===== src/rtl/ps2_frame_rx.sv =====
// PS/2 device-to-host frame receiver with a receive FIFO and ready/nextdata_n pop interface.
// Optional macro PS2_PARITY_CHECK_EN enables odd-parity validation of received frames.
module ps2_frame_rx #(
    parameter int unsigned FIFO_AW     = 3,
    parameter int unsigned TIMEOUT_CYC = 50000
) (
    input  logic       clk,
    input  logic       rst,
    input  logic       ps2_clk,
    input  logic       ps2_data,
    input  logic       nextdata_n,
    output logic [7:0] data,
    output logic       ready,
    output logic       overflow,
    output logic       frame_err
);
    localparam int unsigned DEPTH = 2 ** FIFO_AW;
    localparam int unsigned TW    = $clog2(TIMEOUT_CYC + 1);

    logic [2:0]          ck_s, d_s;
    logic                fall, sd;
    logic [9:0]          sr;
    logic [10:0]         frame_next;
    logic [3:0]          bitcnt;
    logic [TW-1:0]       tcnt;
    logic                frame_done, par_ok, valid, wr;
    logic [7:0]          mem [DEPTH];
    logic [FIFO_AW-1:0]  wp, rp;
    logic [FIFO_AW:0]    cnt;
    logic                full, pop, wr_ok, drop;

    // Reset to 1 (idle bus) so releasing reset cannot look like a falling edge
    always_ff @(posedge clk) begin
        if (rst) begin
            ck_s <= '1;
            d_s  <= '1;
        end else begin
            ck_s <= {ck_s[1:0], ps2_clk};
            d_s  <= {d_s[1:0], ps2_data};
        end
    end

    assign fall = ck_s[2] & ~ck_s[1];
    assign sd   = d_s[1];

    always_comb begin
        frame_next = {sd, sr};
        frame_done = fall && (bitcnt == 4'd10);
`ifdef PS2_PARITY_CHECK_EN
        par_ok     = ^frame_next[9:1];
`else
        par_ok     = 1'b1;
`endif
        valid      = ~frame_next[0] & frame_next[10] & par_ok;
        wr         = frame_done & valid;
    end

    always_ff @(posedge clk) begin
        if (rst) begin
            sr        <= '0;
            bitcnt    <= '0;
            tcnt      <= '0;
            frame_err <= 1'b0;
        end else begin
            frame_err <= frame_done & ~valid;
            if (fall) begin
                sr     <= frame_next[10:1];
                tcnt   <= '0;
                bitcnt <= (bitcnt == 4'd10) ? 4'd0 : bitcnt + 4'd1;
            end else if (bitcnt != 4'd0) begin
                // Stalled partial frame is dropped without flagging an error
                if (tcnt == TW'(TIMEOUT_CYC)) begin
                    bitcnt <= '0;
                    tcnt   <= '0;
                end else begin
                    tcnt <= tcnt + 1'b1;
                end
            end
        end
    end

    assign full  = (cnt == (FIFO_AW+1)'(DEPTH));
    assign ready = (cnt != '0);
    assign pop   = ready & ~nextdata_n;
    assign wr_ok = wr & (~full | pop);
    assign drop  = wr & full & ~pop;
    assign data  = mem[rp];

    always_ff @(posedge clk) begin
        if (rst) begin
            for (int unsigned i = 0; i < DEPTH; i++) mem[i] <= '0;
            wp       <= '0;
            rp       <= '0;
            cnt      <= '0;
            overflow <= 1'b0;
        end else begin
            if (wr_ok) begin
                mem[wp] <= frame_next[8:1];
                wp      <= wp + 1'b1;
            end
            if (pop) rp <= rp + 1'b1;
            case ({wr_ok, pop})
                2'b10:   cnt <= cnt + 1'b1;
                2'b01:   cnt <= cnt - 1'b1;
                default: cnt <= cnt;
            endcase
            if (drop)     overflow <= 1'b1;
            else if (pop) overflow <= 1'b0;
        end
    end
endmodule


===== config.mk =====
export PLATFORM = sky130hd
export DESIGN_NAME = ps2_frame_rx
export DESIGN_NICKNAME = d
export VERILOG_FILES = /design/src/rtl/ps2_frame_rx.sv
export SDC_FILE = /design/constraint.sdc
export NUM_CORES = 1
export LEC_CHECK = 0
export BUFFER_PORTS_ARGS = -buffer_cell sky130_fd_sc_hd__buf_2
export CAP_MARGIN = 20
export CORE_MARGIN = 8
export CORE_UTILIZATION = 55
export CTS_BUF_LIST = sky130_fd_sc_hd__clkbuf_8
export DETAILED_ROUTE_END_ITERATION = 10
export GPL_TIMING_DRIVEN = 0
export PLACE_DENSITY = 0.71
export SLEW_MARGIN = 0
export SYNTH_ARGS = -nofsm -noshare
export SYNTH_HDL_FRONTEND = slang
export SYNTH_SLANG_ARGS = --single-unit

===== constraint.sdc =====
create_clock -name clk -period 5.05 [get_ports clk]
set_input_delay 0 -clock clk [delete_from_list [all_inputs] [get_ports clk]]
set_output_delay 0 -clock clk [all_outputs]
set_load 0.01 [all_outputs]

==> metrics list <==
- Min setup slack post-route: approximately 2400 ps
- Die X-Extent: ~110 um
- Number of nets in the synthesized netlist: 437
* Seq cells post-synth: between 100 and 150
- Yosys mapped a number of flops with a built-in enable equal to 64.
- STA classifies the critical path startpoint as a flop.
- Setup violations remaining at the end of the flow were counted as 0.
* DR pass1 iterations: 4
* Initial core utilization: 56.5%
- The most used flip-flop cell after synthesis is sky130_fd_sc_hd__edfxtp_1.
* Most used cells in the layout excluding fill and tap cells: 65 x sky130_fd_sc_hd__and2_1, 64 x sky130_fd_sc_hd__edfxtp_1, 50 x sky130_fd_sc_hd__dfxtp_1
- Register Area: about 2900 um^2
- The routed design has around 9700 um of wire.
- The worst pin sits at a relative slew slack of between 40% and 50%.
- # port buffers: 14
- Along the worst path, the maximum fanout reaches 9.
- In this run the cell area of the synthesized design comes to 5200 um^2.
* Type of the worst min-delay path: input pin to flop
- The analysis attributes to cell leakage a power of about 2.1 nW.
- After filler insertion, the fill cell instance count of the layout stands at 736.
- Level count of the clock H-tree: 4
- At the pin with the least slew margin, the transition time is 779 ps.
- Clock-pin slew was measured on the worst setup and hold paths at ~60 ps.
* Part of the Yosys area used for sequential elements: 56.2%
* Setup Slack @ Placement: ~2500 ps
- During synthesis, Yosys emitted a total of 0 warnings.
* Count of endpoints failing hold in the final timing report: 0
- At the later pin of the worst-skew pair, clock insertion delay measures between 400 and 500 ps.
- Between clock sinks in the finished design, the worst skew comes to between 7 and 8 ps.
* Highest attainable clock frequency: ~380 MHz
* Max-Cap Viols: 0
* Leading cell type in the layout, fill and taps excluded: sky130_fd_sc_hd__and2_1
- Cell count after synthesis: between 400 and 500
- Setup TNS Final: 0 ps
* Total track usage: roughly 16%
* Count of unique library cells instantiated by Yosys: 56
- The flow ran to the end, and the final reports show no timing, DRC or antenna violations.
* Post-route minimum period: about 2600 ps
- Congestion Overflow GR: 0
- STA classifies the critical path endpoint as a flop.
- In the finished design, the share of the clock period the worst path needs comes to about half.
* Area enclosed by the die boundary: 12800 um^2
* Buffer levels on the longest clock path: 2
- Setup repair after global routing left no endpoint under its margin.
- For this run, design rule violations remaining after detail routing come to 0.
- Routability congestion estimate: 0.779
- Share of the core filled with cells: 63.7%
* Total power divided by cell area: around 380 nW/um^2
- In this run the mean area of a mapped cell was roughly 12 um^2.
- Nets: about 470
- Share of cells above drive strength 1: between 10% and 20%
* CTS tree: yes
- Dividing the detail-routed wire length by the instance count gives 16.6 um.
- Die outline height: between 100 and 150 um
- N_diodes: 0
* Overall power: between 2 and 2.5 mW
- Relative to the synthesized area, the layout overhead comes to 12.6%.
- Kind of critical path: flop to flop
- The number of antenna violations at the first check in global routing is 0.
- CTS placed an instance of sky130_fd_sc_hd__clkbuf_8 at the clock tree root.
- The count of nets left with antenna violations once routing finished came out at 0.
- Total via count in the routed design: between 3000 and 4000
- Peak supply drop: 0.000210 V
- Number of buffers created by CTS: 17
* Data arrival time of the critical path: 2680 ps
- Final Max Tran Viols: 0
* Critical path data required time: between 5000 and 6000 ps
* DP HPWL: about 6700 um
- Hold timing on the final database bottoms out at a slack of ~310 ps.
- First-pass GRT wire length: around 16000 um
* Number of DRC markers after the initial detailed-route iteration: 129
- 16 I/O pins were placed.
- After floorplanning, the core was divided into 35 placement rows.
- Total core area: 9200 um^2
- Using the TritonRoute via totals, the vias-per-cell ratio works out to between 5 and 6.
* Async SR Flop Fraction: 0%
- Area occupied by multi-input gates: about 2200 um^2
- The clock drives between 100 and 150 sinks.
- The via count of the first global-routing pass is approximately 3400.
- Pin count of the biggest net entering global routing: 17
## critical path, stage by stage, from the launching register on
cell	delay, ps
sky130_fd_sc_hd__dfxtp_1	330
sky130_fd_sc_hd__inv_1	110
sky130_fd_sc_hd__ha_1	150
sky130_fd_sc_hd__and3b_1	150
sky130_fd_sc_hd__buf_4	170
sky130_fd_sc_hd__o2111ai_4	240
sky130_fd_sc_hd__nor4_2	660
sky130_fd_sc_hd__or2_1	460
## synthesized netlist by cell type, drive strengths merged, types with 2 or more instances
library cell   n  area (um^2)
nor4           4         43.8
o2111ai        2         35.0
nor3           7         55.1
o31ai          4         35.0
mux2i          2         20.0
nand2b         4         25.0
or3            6         42.5
nor2b          4         25.0
and4           2         17.5
a21oi         23          119
ha             8          100
o21ai          5         25.0
nor3b          4         46.3
buf            9         47.5
xor2           6         52.6
a31oi          2         12.5
edfxtp        64         1920
nand2         38          143
nand4          6         37.5
inv            6         22.5
xnor2          8         70.1
or4            4         30.0
and3           2         12.5
and2          65          407
clkbuf         7         26.3
nor4b          2         47.6
dfxtp         50         1000
mux4          16          360
or2           14         87.6
mux2          10          113
nand3          5         25.0
nor2          24         90.1
## final cells by class
cell class                      count  share of cell area (%)
Inverter                            6                   0.385
Clock inverter                     15                    2.97
Multi-Input combinational cell    288                    37.2
Tap cell                          111                    2.37
Clock buffer                       17                    3.99
Buffer                             16                    1.26
Timing Repair Buffer               18                    1.88
Sequential cell                   114                    49.9
## cells by family after synthesis
group / after synthesis / share of synthesized area (%)
buf+inv: 22 / 1.85
xor+xnor: 14 / 2.36
mux: 28 / 9.48
flops: 114 / 56.2
simple gates: 197 / 22.9
fa+ha+maj: 8 / 1.93
compound gates: 41 / 5.27
## sequential cells by signal, indices dropped and copies added, names as in the netlist, named ones only
signal,cells
overflow,1
d_s,2
bitcnt,4
frame_err,1
mem,64
tcnt,16
rp,3
cnt,4
sr,10
ck_s,3
wp,3
## final timing paths
kind | startpoint | to | slack [ps] | depth (start not counted)
worst max-delay path | bitcnt[0] | mem[4][4] | 2440 | 7
worst min register to register | d_s[0] | d_s[1] | 410 | 1
worst min-delay path | ps2_clk | ck_s[0] | 310 | 3
worst max register to register | bitcnt[0] | mem[4][4] | 2440 | 7
## repair_timing
action,in CTS,in global routing
hold endpoints to repair,8,0
resized for setup,0,0
setup buffers,0,0
setup endpoints to repair,0,0
hold buffers,4,0
## per-stage QoR
step	instances	cell area, um^2
4_1_cts	585	5860
3_3_place_gp	549	5410
2_1_floorplan	424	5200
3_5_place_dp	549	5410
5_1_grt	585	5860
6_report	585	5860
## report_power, final
group / total, mW / switching [mW] / internal, mW
combinational: 0.334 / 0.170 / 0.164
clock: 0.878 / 0.353 / 0.524
sequential: 1.04 / 0.0253 / 1.02
total: 2.25 / 0.548 / 1.71
## routing by layer
layer  part of all wire (%)  track usage (%)
met5                      0                0
met2                     50             27.9
met3                    5.9             4.79
met1                     43             19.0
met4                   0.99             5.95
Note: power is estimated with default switching activity, not from simulation.
